==> src/rtl/dmem_arbiter.sv <==
// Purpose : arbitrates the single-ported data memory between the MEM-stage cpu port and the debug/loader port.
// Latency : write ack 1 cycle after the request is sampled in IDLE; read ack 1+RD_LAT cycles after.
// Backpr. : requesters hold req until their ack; cpu_stall = cpu_req & ~cpu_ack; dbg is forced a grant after STARVE_MAX contested cpu wins.
//
// Ports:
//   clk, reset (async, active-low)
//   cpu_req/cpu_we/cpu_addr/cpu_wdata -> cpu_rdata/cpu_ack/cpu_stall : pipeline MEM-stage port
//   dbg_req/dbg_we/dbg_addr/dbg_wdata -> dbg_rdata/dbg_ack           : debug/loader port
//   mem_addr/mem_wdata/mem_write/mem_read <- mem_rdata                : data memory side
module dmem_arbiter #(
    parameter int ADDR_W     = 10,
    parameter int DATA_W     = 64,
    parameter int RD_LAT     = 1,
    parameter int STARVE_MAX = 4
) (
    input  logic              clk,
    input  logic              reset,
    input  logic              cpu_req,
    input  logic              cpu_we,
    input  logic [ADDR_W-1:0] cpu_addr,
    input  logic [DATA_W-1:0] cpu_wdata,
    output logic [DATA_W-1:0] cpu_rdata,
    output logic              cpu_ack,
    output logic              cpu_stall,
    input  logic              dbg_req,
    input  logic              dbg_we,
    input  logic [ADDR_W-1:0] dbg_addr,
    input  logic [DATA_W-1:0] dbg_wdata,
    output logic [DATA_W-1:0] dbg_rdata,
    output logic              dbg_ack,
    output logic [ADDR_W-1:0] mem_addr,
    output logic [DATA_W-1:0] mem_wdata,
    output logic              mem_write,
    output logic              mem_read,
    input  logic [DATA_W-1:0] mem_rdata
);

    localparam int LAT_W = (RD_LAT > 1) ? $clog2(RD_LAT) : 1;
    localparam int ST_W  = $clog2(STARVE_MAX + 1);

    typedef enum logic [1:0] {IDLE, ACCESS, WAIT_RD} state_t;

    state_t            state, state_nx;
    logic              owner, owner_nx;          // 0 = cpu, 1 = dbg
    logic              we_q, we_nx;
    logic [ADDR_W-1:0] addr_q, addr_nx;
    logic [DATA_W-1:0] wdata_q, wdata_nx;
    logic [ST_W-1:0]   starve_cnt, starve_nx;
    logic [LAT_W-1:0]  lat_cnt, lat_nx;
    logic [DATA_W-1:0] cpu_rdata_q, cpu_rdata_nx;
    logic [DATA_W-1:0] dbg_rdata_q, dbg_rdata_nx;
    logic              ack;
    logic              pick_dbg;

    always_ff @(posedge clk or negedge reset) begin
        if (!reset) begin
            state       <= IDLE;
            owner       <= 1'b0;
            we_q        <= 1'b0;
            addr_q      <= '0;
            wdata_q     <= '0;
            starve_cnt  <= '0;
            lat_cnt     <= '0;
            cpu_rdata_q <= '0;
            dbg_rdata_q <= '0;
        end else begin
            state       <= state_nx;
            owner       <= owner_nx;
            we_q        <= we_nx;
            addr_q      <= addr_nx;
            wdata_q     <= wdata_nx;
            starve_cnt  <= starve_nx;
            lat_cnt     <= lat_nx;
            cpu_rdata_q <= cpu_rdata_nx;
            dbg_rdata_q <= dbg_rdata_nx;
        end
    end

    always_comb begin
        state_nx     = state;
        owner_nx     = owner;
        we_nx        = we_q;
        addr_nx      = addr_q;
        wdata_nx     = wdata_q;
        starve_nx    = starve_cnt;
        lat_nx       = lat_cnt;
        cpu_rdata_nx = cpu_rdata_q;
        dbg_rdata_nx = dbg_rdata_q;
        ack          = 1'b0;
        pick_dbg     = 1'b0;
        mem_addr     = '0;
        mem_wdata    = '0;
        mem_write    = 1'b0;
        mem_read     = 1'b0;

        case (state)
            IDLE: begin
                if (cpu_req || dbg_req) begin
                    // dbg wins when alone, or when contested and the cpu has used up its streak.
                    pick_dbg = dbg_req && (!cpu_req || (starve_cnt == ST_W'(STARVE_MAX)));
                    if (pick_dbg) begin
                        starve_nx = '0;
                    end else if (dbg_req) begin
                        // contested cpu win; cannot be at the limit here, so no overflow
                        starve_nx = starve_cnt + 1'b1;
                    end
                    owner_nx = pick_dbg;
                    we_nx    = pick_dbg ? dbg_we    : cpu_we;
                    addr_nx  = pick_dbg ? dbg_addr  : cpu_addr;
                    wdata_nx = pick_dbg ? dbg_wdata : cpu_wdata;
                    state_nx = ACCESS;
                end
            end
            ACCESS: begin
                mem_addr  = addr_q;
                mem_wdata = wdata_q;
                mem_write = we_q;
                mem_read  = ~we_q;
                if (we_q) begin
                    ack      = 1'b1;
                    state_nx = IDLE;
                end else begin
                    lat_nx   = LAT_W'(RD_LAT - 1);
                    state_nx = WAIT_RD;
                end
            end
            WAIT_RD: begin
                mem_addr = addr_q;
                if (lat_cnt == '0) begin
                    ack = 1'b1;
                    if (owner) dbg_rdata_nx = mem_rdata;
                    else       cpu_rdata_nx = mem_rdata;
                    state_nx = IDLE;
                end else begin
                    lat_nx = lat_cnt - 1'b1;
                end
            end
            default: state_nx = IDLE;
        endcase
    end

    assign cpu_ack   = ack & ~owner;
    assign dbg_ack   = ack &  owner;
    // the captured word is presented in the ack cycle itself, ahead of the register update
    assign cpu_rdata = cpu_rdata_nx;
    assign dbg_rdata = dbg_rdata_nx;
    // forced low during reset so every output reads 0 while reset is asserted
    assign cpu_stall = reset & cpu_req & ~cpu_ack;

endmodule

==> config.mk <==
export PLATFORM = sky130hd
export DESIGN_NAME = dmem_arbiter
export DESIGN_NICKNAME = d
export VERILOG_FILES = /design/src/rtl/dmem_arbiter.sv
export SDC_FILE = /design/constraint.sdc
export NUM_CORES = 1
export LEC_CHECK = 0
export ABC_AREA = 1
export CAP_MARGIN = 20
export CORE_UTILIZATION = 38
export DETAILED_ROUTE_END_ITERATION = 12
export GPL_TIMING_DRIVEN = 0
export PLACE_DENSITY = 0.76
export SYNTH_ARGS = -nofsm -noshare
export SYNTH_HDL_FRONTEND = slang
export SYNTH_SLANG_ARGS = --single-unit
==> constraint.sdc <==
create_clock -name clk -period 2 [get_ports clk]
set_input_delay 0.4 -clock clk [delete_from_list [all_inputs] [get_ports clk]]
set_output_delay 0.4 -clock clk [all_outputs]
set_load 0.005 [all_outputs]
[After elaboration in Yosys (flattened, before gate mapping)]
Cells that the tools add are included.
Word-level totals
  bits in registers: 210
  bits of input ports: 218
  output and inout port bits: 207
  word-level logic and storage cells: 61
Cells by class
  add/subtract/negate cells: 2
  equality and inequality tests: 6
  multiplexer cells: 25
  bitwise logic cells: 7
  reductions and logical operators: 12
Operators with widths (number)
  $mux 64: 8
  $mux 10: 2
  $mux 1: 7
  $mux 2: 3
  $mux 3: 2
  $ne 2x2->1 const B: 3
  $pmux 2 s3: 1
  $reduce_and 2->1: 3
  $and 1x1->1: 4
  $pmux 1 s2: 2
  $reduce_bool 2->1: 2
  $add 3x1->3 const B: 1
  $eq 3x3->1 const B: 1
  $not 1->1: 3
  $reduce_and 3->1: 1
  $eq 2x1->1 const B: 1
  $eq 2x2->1 const B: 1
  $logic_not 2->1: 1
  $logic_or 1x1->1: 2
  $reduce_or 2->1: 1
  $logic_and 1x1->1: 1
  $logic_not 1->1: 1
  $sub 1x1->1 const B: 1

[Longest topological paths before layout]
  depth after elaboration: 5
  mapped depth: 10
  gate-level depth less buffers: 8

[Worst setup path before layout]
Ideal clock, no wire load.
  kind: register to output
  start point: register state[0]
  end point: output port dbg_rdata[47]
  arrival time: 1.278 ns
  required time: 1.600 ns
  setup slack: 0.322 ns
  cell stages (with the launch flop): 8
  path buffers: 2
  cell sequence: dfrtp_1 -> inv_1 -> ha_1 -> nand2_1 -> buf_2 -> clkbuf_1 -> nand2_1 -> o21ai_0
Between the ends
  longest elaborated chain between the ends: 2
Ends and longest elaborated chain
  start: declaration: RTL line 43  | state_t state, state_nx;
  start signal: assignment: RTL line 67  | state <= state_nx;
  $eq 2x2->1: RTL line 96  | case (state)
  $mux 64: RTL line 96
  end: declaration: RTL line 29  | output logic [DATA_W-1:0] dbg_rdata,
No other way between the ends.

[Worst setup path in the final report]
  start point: register state[0]
  end point: output port dbg_rdata[59]
Same word-level chain as after synthesis.

==> qor.txt <==
Unrepaired setup endpoints after global routing: yes
All-Layer GR Usage: 27.1%
Largest cells by area after synthesis: dfrtp_1 (53%), nand2_1 (17%), inv_1 (11%)
Cell Area, Placed: 14600 sq um
Post-CTS Hold Buffers: 1
H-tree levels: 1
Seq/Total Area, Yosys: 52.6%
Post-Syn Area: 9940 sq um
Max-Cap Viols: 0
Commonest cells in the netlist: nand2_1 (439), inv_1 (301), dfrtp_1 (209)
Worst-Skew Late Latency: 520 ps
1st-iter DRT viols: 693
Worst VDD drop: 1020 uV
Main synth FF type: dfrtp_1
Die Y: 164 microns
Initial DRT Pass Iterations: 6
Final nets: 2038
Hold Path Class: input pin to async pin
Overflow after GRT: 0
Clock Sinks: 209
Fmax: 413 MHz
Row count: 58
Synth Area in Compound Gates: 6.69%
Via density: 4.96
Final Skew: 18.5 ps
Worst slew pin tran: 629 ps
WL/cell: 18.8 microns
DIE WIDTH: 164 microns
Synth-to-layout area growth: 73.8%
Final Max Tran Viols: 0
Syn_nets: 1550
Leakage: 9.57 nW
Synth Area in Adders: 0.629%
Leading area contributor after synthesis: dfrtp_1
Clk pin slew, worst setup/hold paths: 60 ps
PD cells: 1490 nW/um^2
CP required: 1600 ps
Via count: 10700
Xor and xnor area share after synthesis: 0.0881%
Failing checks: hold timing, setup timing
Ys async rst share: 100%
Final Cell Area: 17300 sq um
Most frequent cell after synthesis: nand2_1
CP startpoint kind: register
Final core utilization: 68.0%
Clock period minus worst slack: 2420 ps
Yosys cell types: 18
Port Buffers: 423
Synth warn: 0
First-pass GRT wire length: 56.2 mm
Remaining DRCs: 0
Final setup margin: -421 ps
Average cell area after synthesis: 7.49 sq um
Layout cells sized above 1: 33.2%
TritonCTS clock tree: done
Largest net degree at the start of global routing: 109
Initial antenna violation count: 0
DPL Wire Length: 25.7 mm
Number of flops mapped to enable cells by yosys: 0
# diodes: 0
Initial Util: 39.2%
Post-route clock period utilization: 121%
Crit Path Max Fanout: 8
Worst path cell trace: inv_2 -> ha_4 -> nand2_8 -> buf_12 -> clkbuf_16 -> o21ai_4 -> buf_2
Die Area: 26800 sq um
Final ANT Viol Nets: 0
Top cell type's share of synthesized area: 52.6%
Post-synthesis simple-gate area fraction: 24.8%
Final hold vios: 67
Max stage delay on crit path: 390 ps
Total Power: 25.8 mW
Vias in the first global route: 10600
Critical Path End Type: primary output
Relative slew margins: 58.1%
Worst hold slack: -125 ps
# IOs: 425
Synthesized flop and latch total: 209
CP max-delay cell: dfrtp_1
Longest Clk Path Bufs: 3
Outcome: finished with violations
Clock Tree Root: clkbuf_16
Cell count after synthesis: 1327
Num CTS Buffers: 23
GPL Wtd Cong: 0.911
Mux share of post-synthesis cell area: 0%
Setup Crit Path Kind: register to primary output
Final setup violation count: 206
Largest family of logic cells by synthesized area: simple AND/OR/NAND/NOR gates
Arr. time, crit path: 2020 ps
Core area: 25400 sq um
Wirelength, routed: 40.7 mm
[area by class of cell]
class,instances,area [sq um]
Fill cell,1910,8120
Clock inverter,11,186
Multi-Input combinational cell,739,4740
Clock buffer,31,666
Sequential cell,209,5230
Buffer,74,915
Tap cell,330,413
Timing Repair Buffer,466,4000
Inverter,302,1130
[per-stage QoR]
stage                TNS, ps  setup slack (ps)  std cells
CTS                   -77110              -532       2133
finish                -60290              -421       2162
global placement    -1848690             -8330       2080
floorplan                  0               322       1327
global route          -76270              -495       2162
detailed placement   -110060              -917       2081
[sequential cells by signal (all words and copies together) (netlist names)]
register     count
we_q             1
cpu_rdata_q     64
dbg_rdata_q     64
state            2
wdata_q         64
owner            1
starve_cnt       3
addr_q          10
[layout by cell type (no fill, tap or decap), drive strengths merged, types with 4 or more instances in the layout]
cell type / count
o21ai: 132
nand2: 441
clkdlybuf4s15: 4
ha: 5
clkinv: 4
clkbuf: 127
bufinv: 5
dlymetal6s2s: 6
dfrtp: 209
nor2: 4
inv: 303
nand3: 155
clkdlybuf4s50: 215
buf: 219
[repair_timing]
action / in CTS / in global routing
cloned: 3 / 11
setup buffers: 6 / 22
gates resized for setup: 810 / 588
hold endpoints to repair: 34 / 67
setup endpoints to repair: 219 / 207
pin swaps: 3 / 15
[worst paths after layout]
kind	startpoint	to	slack [ps]	cells past startpoint
hold / removal	reset	addr_q[4]	-120	1
min in group clk	dbg_req	state[0]	280	3
setup / recovery	state[0]	dbg_rdata[59]	-420	7
setup reg to reg	starve_cnt[0]	wdata_q[43]	170	9
max in group asynchronous	reset	cpu_rdata_q[15]	1230	2
hold reg to reg	dbg_rdata_q[36]	dbg_rdata_q[36]	470	2
[cell families after synthesis]
kind of cell | after synthesis
fa+ha+maj | 5
simple gates | 600
xor+xnor | 1
buf+inv | 379
flops | 209
compound gates | 133
[power breakdown]
part           switching [mW]  total [mW]  leakage [nW]  internal [mW]
combinational            7.26        13.6          6.61           6.32
clock                    1.80        4.78         0.420           2.98
sequential               1.13        7.48          2.54           6.35
[metal layers]
| layer | vias to the layer above | track usage, % | part of all wire [%] |
|---|---|---|---|
| li1 | 4937 | - | - |
| met1 | 5071 | 29.4 | 35 |
| met2 | 557 | 48.5 | 50 |
| met3 | 156 | 6.87 | 9.2 |
| met4 | 0 | 13.9 | 5.7 |
| met5 | - | 0 | 0 |
[worst max-delay path, delay by kind of cell, from the launching register on]
family,cells,cell delay (ps)
compound gates,1,190
fa+ha+maj,1,220
buf+inv,4,610
flops,1,390
simple gates,1,90
Note: power is estimated with default switching activity, not from simulation.
